--- src/rtl/id_ex_stage.sv ---
// id_ex_stage
// ----------------------------------------------------------------------------
// Decode/execute pipeline register in front of the 32-bit ALU. It decodes
// opcode/funct into a 3-bit ALU select and builds both operands. Operand A is
// always fwd(rs). Operand B is fwd(rt) or the sign-extended immediate.
// Forwarding comes from EX/MEM (highest priority) or MEM/WB. Register 0 is
// never forwarded. Everything is registered for the execute cycle.
// The stage also detects load-use hazards, inserts bubbles, honours stall and
// flush, and keeps a saturating count of inserted bubbles.
//
// Ports
//   clk, rst               rising-edge clock, synchronous active-high reset
//   stall                  hold every registered output
//   flush                  capture a bubble on the next edge
//   valid_in               decode-stage instruction is valid
//   opcode, funct, imm     instruction fields [31:26], [5:0], [15:0]
//   rs/rt/rd_addr          register specifiers
//   rs_data, rt_data       register-file read data
//   exmem_wr/rd/res        EX/MEM forwarding source
//   memwb_wr/rd/data       MEM/WB forwarding source
//   valid_out, alu_a, alu_b, alu_sel, dest,
//   reg_wr, mem_rd, mem_wr, branch   registered execute-stage bundle
//   illegal                one-cycle pulse: an unknown instruction became a bubble
//   load_use               combinational back-pressure to the decode stage
//   bubble_cnt             saturating count of load-use and illegal bubbles
//
// Handshake: valid_in qualifies the decode inputs. load_use acts as an
// active-high "not ready". While it is 1, the instruction is not consumed on
// this edge, and upstream must present the same inputs again next cycle.
// stall freezes this stage. The instruction presented during a stall is not
// consumed, so upstream must also hold its inputs.
// ----------------------------------------------------------------------------
module id_ex_stage (
  input  logic        clk,
  input  logic        rst,
  input  logic        stall,
  input  logic        flush,
  input  logic        valid_in,
  input  logic [5:0]  opcode,
  input  logic [5:0]  funct,
  input  logic [4:0]  rs_addr,
  input  logic [4:0]  rt_addr,
  input  logic [4:0]  rd_addr,
  input  logic [31:0] rs_data,
  input  logic [31:0] rt_data,
  input  logic [15:0] imm,
  input  logic        exmem_wr,
  input  logic [4:0]  exmem_rd,
  input  logic [31:0] exmem_res,
  input  logic        memwb_wr,
  input  logic [4:0]  memwb_rd,
  input  logic [31:0] memwb_data,
  output logic        valid_out,
  output logic [31:0] alu_a,
  output logic [31:0] alu_b,
  output logic [2:0]  alu_sel,
  output logic [4:0]  dest,
  output logic        reg_wr,
  output logic        mem_rd,
  output logic        mem_wr,
  output logic        branch,
  output logic        illegal,
  output logic        load_use,
  output logic [15:0] bubble_cnt
);

  localparam logic [5:0] OP_RTYPE = 6'b000000;
  localparam logic [5:0] OP_LW    = 6'b100011;
  localparam logic [5:0] OP_SW    = 6'b101011;
  localparam logic [5:0] OP_BEQ   = 6'b000100;
  localparam logic [5:0] OP_ADDI  = 6'b001000;

  localparam logic [5:0] FN_AND = 6'b100100;
  localparam logic [5:0] FN_OR  = 6'b100101;
  localparam logic [5:0] FN_ADD = 6'b100000;
  localparam logic [5:0] FN_SUB = 6'b100010;
  localparam logic [5:0] FN_SLT = 6'b101010;

  localparam logic [2:0] SEL_AND = 3'b000;
  localparam logic [2:0] SEL_OR  = 3'b001;
  localparam logic [2:0] SEL_ADD = 3'b010;
  localparam logic [2:0] SEL_SUB = 3'b110;
  localparam logic [2:0] SEL_SLT = 3'b111;

  // Registered state
  logic        valid_q;
  logic [31:0] alu_a_q, alu_b_q;
  logic [2:0]  alu_sel_q;
  logic [4:0]  dest_q;
  logic        reg_wr_q, mem_rd_q, mem_wr_q, branch_q;
  logic        illegal_q;
  logic [15:0] bubble_cnt_q;

  // Decoded next-state values for a normal capture
  logic        legal_d;
  logic        uses_rt_d;
  logic        b_imm_d;
  logic [2:0]  alu_sel_d;
  logic [4:0]  dest_d;
  logic        reg_wr_d, mem_rd_d, mem_wr_d, branch_d;
  logic [31:0] fwd_rs, fwd_rt, sext_imm;
  logic [31:0] alu_a_d, alu_b_d;
  logic [15:0] bubble_cnt_d;

  // ---------------------------------------------------------------- decode
  always_comb begin
    legal_d   = 1'b0;
    uses_rt_d = 1'b0;
    b_imm_d   = 1'b0;
    alu_sel_d = SEL_AND;
    dest_d    = 5'd0;
    reg_wr_d  = 1'b0;
    mem_rd_d  = 1'b0;
    mem_wr_d  = 1'b0;
    branch_d  = 1'b0;
    case (opcode)
      OP_RTYPE: begin
        uses_rt_d = 1'b1;
        reg_wr_d  = 1'b1;
        dest_d    = rd_addr;
        legal_d   = 1'b1;
        case (funct)
          FN_AND:  alu_sel_d = SEL_AND;
          FN_OR:   alu_sel_d = SEL_OR;
          FN_ADD:  alu_sel_d = SEL_ADD;
          FN_SUB:  alu_sel_d = SEL_SUB;
          FN_SLT:  alu_sel_d = SEL_SLT;
          default: legal_d   = 1'b0;
        endcase
      end
      OP_LW: begin
        legal_d   = 1'b1;
        alu_sel_d = SEL_ADD;
        b_imm_d   = 1'b1;
        mem_rd_d  = 1'b1;
        reg_wr_d  = 1'b1;
        dest_d    = rt_addr;
      end
      OP_SW: begin
        legal_d   = 1'b1;
        uses_rt_d = 1'b1;
        alu_sel_d = SEL_ADD;
        b_imm_d   = 1'b1;
        mem_wr_d  = 1'b1;
      end
      OP_BEQ: begin
        legal_d   = 1'b1;
        uses_rt_d = 1'b1;
        alu_sel_d = SEL_SUB;
        branch_d  = 1'b1;
      end
      OP_ADDI: begin
        legal_d   = 1'b1;
        alu_sel_d = SEL_ADD;
        b_imm_d   = 1'b1;
        reg_wr_d  = 1'b1;
        dest_d    = rt_addr;
      end
      default: legal_d = 1'b0;
    endcase
  end

  // ------------------------------------------------------------ forwarding
  // EX/MEM holds the younger result, so it is checked first.
  always_comb begin
    fwd_rs = rs_data;
    if (exmem_wr && exmem_rd == rs_addr && rs_addr != 5'd0)
      fwd_rs = exmem_res;
    else if (memwb_wr && memwb_rd == rs_addr && rs_addr != 5'd0)
      fwd_rs = memwb_data;

    fwd_rt = rt_data;
    if (exmem_wr && exmem_rd == rt_addr && rt_addr != 5'd0)
      fwd_rt = exmem_res;
    else if (memwb_wr && memwb_rd == rt_addr && rt_addr != 5'd0)
      fwd_rt = memwb_data;
  end

  assign sext_imm = {{16{imm[15]}}, imm};
  assign alu_a_d  = fwd_rs;
  assign alu_b_d  = b_imm_d ? sext_imm : fwd_rt;

  // ------------------------------------------------------ load-use hazard
  // A load sitting in this register cannot forward its data yet. One
  // bubble lets the loaded value reach a forwarding path.
  assign load_use = valid_in & valid_q & mem_rd_q & (dest_q != 5'd0) &
                    ((dest_q == rs_addr) | (uses_rt_d & (dest_q == rt_addr))) &
                    ~stall & ~flush;

  assign bubble_cnt_d = (bubble_cnt_q == 16'hFFFF) ? bubble_cnt_q
                                                   : bubble_cnt_q + 16'd1;

  // ---------------------------------------------------------- pipe register
  always_ff @(posedge clk) begin
    if (rst) begin
      valid_q      <= 1'b0;
      alu_a_q      <= '0;
      alu_b_q      <= '0;
      alu_sel_q    <= '0;
      dest_q       <= '0;
      reg_wr_q     <= 1'b0;
      mem_rd_q     <= 1'b0;
      mem_wr_q     <= 1'b0;
      branch_q     <= 1'b0;
      illegal_q    <= 1'b0;
      bubble_cnt_q <= '0;
    end else if (stall && !flush) begin
      // Hold everything, including the illegal pulse.
    end else if (flush || load_use || !valid_in || !legal_d) begin
      valid_q   <= 1'b0;
      alu_a_q   <= '0;
      alu_b_q   <= '0;
      alu_sel_q <= '0;
      dest_q    <= '0;
      reg_wr_q  <= 1'b0;
      mem_rd_q  <= 1'b0;
      mem_wr_q  <= 1'b0;
      branch_q  <= 1'b0;
      // Only an illegal instruction that actually reaches the capture
      // decision raises the pulse. Flush and load-use take precedence.
      illegal_q <= !flush && !load_use && valid_in && !legal_d;
      if (!flush && (load_use || (valid_in && !legal_d)))
        bubble_cnt_q <= bubble_cnt_d;
    end else begin
      valid_q   <= 1'b1;
      alu_a_q   <= alu_a_d;
      alu_b_q   <= alu_b_d;
      alu_sel_q <= alu_sel_d;
      dest_q    <= dest_d;
      reg_wr_q  <= reg_wr_d;
      mem_rd_q  <= mem_rd_d;
      mem_wr_q  <= mem_wr_d;
      branch_q  <= branch_d;
      illegal_q <= 1'b0;
    end
  end

  assign valid_out  = valid_q;
  assign alu_a      = alu_a_q;
  assign alu_b      = alu_b_q;
  assign alu_sel    = alu_sel_q;
  assign dest       = dest_q;
  assign reg_wr     = reg_wr_q;
  assign mem_rd     = mem_rd_q;
  assign mem_wr     = mem_wr_q;
  assign branch     = branch_q;
  assign illegal    = illegal_q;
  assign bubble_cnt = bubble_cnt_q;

endmodule

--- config.mk ---
export PLATFORM = sky130hd
export DESIGN_NAME = id_ex_stage
export DESIGN_NICKNAME = d
export VERILOG_FILES = /design/src/rtl/id_ex_stage.sv
export SDC_FILE = /design/constraint.sdc
export NUM_CORES = 1
export LEC_CHECK = 0
export ABC_AREA = 1
export ABC_CLOCK_PERIOD_IN_PS = 3300
export CORE_UTILIZATION = 48
export DETAILED_ROUTE_END_ITERATION = 6
export PLACE_DENSITY = 0.84
export SYNTH_ARGS = -nofsm -noshare
export SYNTH_HDL_FRONTEND = slang
export SYNTH_SLANG_ARGS = --single-unit
export TNS_END_PERCENT = 50
--- constraint.sdc ---
create_clock -name clk -period 3.3 [get_ports clk]
set_input_delay 0.495 -clock clk [delete_from_list [all_inputs] [get_ports clk]]
set_output_delay 0.495 -clock clk [all_outputs]
set_load 0.005 [all_outputs]
==> impl_metrics.py <==
metrics = {
    "logic_synthesis": {
        "yosys_warnings": 0,
        "synth_top_area_share_pct": 26.6,
        "synth-seq-cells": 94,
        "synth_edf_count": 0,
        "yosysTopAreaCell": "dfxtp_1",
        "synthCells": 1156,
        "synth_area_um2": 7080,
        "ys_async_sr_fraction_pct": 0,
        "ys.flop_type": "dfxtp_1",
        "yosysSeqAreaShare_pct": 26.6,
        "syn_avg_cell_area_um2": 6.13,
        "syn_nets": 1345,
        "ys_types": 35,
        "ys_top_cells_by_area": "dfxtp_1, nand2_1, nand3_1, nand3b_1, inv_1",
    },
    "setup_path": {
        "arrival_ns": 2.39,
        "required_ns": 2.80,
        "worstSetupPathType": "primary input to output pin",
        "critPathLaunchType": "primary input",
        "startpoint": "rt_addr[0]",
        "end_kind": "output pin",
        "crit_fanout": 4,
        "timing.rr.start": "bubble_cnt[0]",
    },
    "detailed_routing": {
        "drc": 0,
        "drt_wl_total_um": 26000,
        "postRouteAntennaNets": 0,
        "first_pass_iters": 5,
        "viasPerCell": 5.31,
        "via_count": 8445,
        "met1_length_um": 10600,
        "wire_per_inst_um": 16.3,
        "wl_met2_um": 11900,
        "drt_iter0_markers": 716,
        "wl_met3_um": 2200,
        "top_layer": "met4",
    },
    "placement": {
        "dp_cells": 1572,
        "dpl.hpwl_um": 18900,
        "io_buffers": 282,
        "gp_congestion": 0.924,
    },
    "cts": {
        "clock_sinks": 94,
        "h-tree-depth": 3,
        "cts-resized-gates": 0,
        "clk_latency_ns": 0.35,
        "clockRootBuffer": "clkbuf_16",
        "cts_max_path_buffers": 2,
        "cts.clk_slew.worst_paths_ns": 0.06,
        "cts_tree": "built",
        "postCtsSetupBuffers": 0,
        "cts_made_buffers": 9,
        "cts_hold_buffers": 0,
    },
    "sta": {
        "setup_violations": 0,
        "period_share_pct": 87.5,
        "hold_viol": 0,
        "drv_slew": 0,
        "fin_crit_ns": 2.89,
        "skew_ns": 0.0105,
        "slew_headroom_pct": 41.7,
        "fmax_ghz": 0.346,
        "rsz0062_at_grt": "no",
        "worst_pin_slew_ns": 0.875,
        "finalSetupTns_ns": 0,
    },
    "layout": {
        "final_cell_count_no_fill": 1591,
        "layout_commonest_cell": "nand2_1",
        "drive_gt1_share_pct": 9.69,
        "mostFrequentLayoutCells": "nand2_1, clkdlybuf4s50_1, nand3_1",
        "fin_nets": 1588,
        "syn2layout_area_growth_pct": 45.4,
    },
    "power": {
        "pwr-share-seq_pct": 38.2,
        "p_per_area_nw_per_um2": 291,
        "swShare_pct": 26.9,
        "power_mw": 2.99,
        "vdd_ir_drop_max_v": 0.000272,
        "internal-power_mw": 2.19,
        "power_frac_clock_pct": 40.2,
        "leakagePower_nw": 4.33,
        "power_frac_comb_pct": 21.6,
        "switching_power_uw": 804,
    },
    "outcome": {
        "status": "complete, no violations",
    },
    "global_routing": {
        "grtUsageTotal_pct": 34.1,
        "grt_max_degree": 79,
        "grt_overflow": 0,
        "antenna_found_initial": 3,
        "grt_pass1_vias": 7917,
        "grt_pass1_wl_um": 40100,
    },
    "floorplan": {
        "core_um2": 14500,
        "die_h_um": 123,
        "ios": 283,
        "die_w_um": 123,
        "start_util_pct": 48.9,
        "rows": 44,
        "dieArea_um2": 15200,
    },
    "flow_run": {
        "maxCapViolCount": 0,
    },
    "worst_hold_path": {
        "min_from": "alu_a[28]",
        "hold_path_class": "flop to flop",
    },
}
==> state kept, by name (all words and copies together), names as in the netlist <==
| register | flops |
|---|---|
| mem_wr | 1 |
| alu_b | 32 |
| illegal | 1 |
| alu_sel | 3 |
| bubble_cnt | 16 |
| dest | 5 |
| mem_rd | 1 |
| alu_a | 32 |
| branch | 1 |
| valid_out | 1 |
| reg_wr | 1 |
==> metal layers <==
layer	GRT usage (%)	vias to the layer above
li1	-	4145
met2	55.9	442
met1	41.7	3781
met3	6.60	77
met4	19.1	0
met5	0	-
==> per-stage QoR <==
| step | util [%] | cell area [um^2] | hold slack, ns | worst slack [ns] |
|---|---|---|---|---|
| floorplan | - | 7080 | 0.461 | 1.58 |
| detailed placement | 68.7 | 9940 | 0.454 | 0.323 |
| global placement | 68.7 | 9940 | 0.452 | 0.363 |
| global route | 71.1 | 10300 | 0.485 | 0.270 |
| finish | 71.1 | 10300 | 0.467 | 0.412 |
| CTS | 71.1 | 10300 | 0.465 | 0.398 |
==> power by group through the flow <==
stage	Sequential, mW	Clock, mW	Combinational (mW)
final	1.14	1.20	0.647
after global routing	1.14	1.26	0.699
after CTS	1.14	1.21	0.642
after detailed placement	1.17	0	0.638
after global placement	1.17	0	0.636
after floorplan	1.17	0	0.298
==> cells by family after synthesis <==
group	synth area share, %
buffers and inverters	11.7
AND/OR/NAND/NOR	48.2
adder cells (fa/ha/maj)	0.177
XOR/XNOR	3.22
flip-flops	26.6
AO/OA/AOI/OAI	10.1
==> area by class of cell <==
class / instances / area [um^2]
fill: 1266 / 4180
timing repair buffer: 299 / 2990
tap: 184 / 230
clock inverter: 4 / 77.6
clock buffer: 12 / 267
antenna: 3 / 7.51
inverter: 116 / 437
sequential: 94 / 1880
multi-input combinational: 879 / 4410
==> worst paths after layout <==
check                                      to  slack, ns  cells past startpoint
worst max register to register  bubble_cnt[0]       1.09                     13
worst max-delay path                 load_use       0.41                     10
worst min register to register      alu_a[28]       0.47                      2
worst min-delay path                alu_a[28]       0.47                      2
==> cells in the mapped netlist, types with 2 or more instances <==
| cell type | count |
|---|---|
| a21oi_1 | 53 |
| a21oi_2 | 39 |
| buf_12 | 4 |
| buf_2 | 33 |
| buf_4 | 5 |
| buf_6 | 2 |
| clkbuf_1 | 23 |
| dfxtp_1 | 94 |
| inv_1 | 107 |
| inv_2 | 7 |
| nand2_1 | 446 |
| nand2_2 | 33 |
| nand2_4 | 4 |
| nand3_1 | 130 |
| nand3b_1 | 64 |
| nand4_1 | 9 |
| nor2_1 | 35 |
| nor2_2 | 9 |
| nor3_1 | 4 |
| nor3_2 | 3 |
| nor4_1 | 3 |
| o211ai_1 | 5 |
| o21ai_0 | 8 |
| xnor2_1 | 13 |
| xor2_1 | 13 |
==> critical path: stages <==
cell and delay [ns]:
clkdlybuf4s50_1 0.57, inv_2 0.07, nand2_1 0.06, nand2_1 0.05, nor2_1 0.12, nand2_1 0.08
o21ai_2 0.18, nand2_2 0.14, nor2_1 0.11, clkdlybuf4s50_1 0.51
No activity file was read; power rests on OpenSTA's default activity.
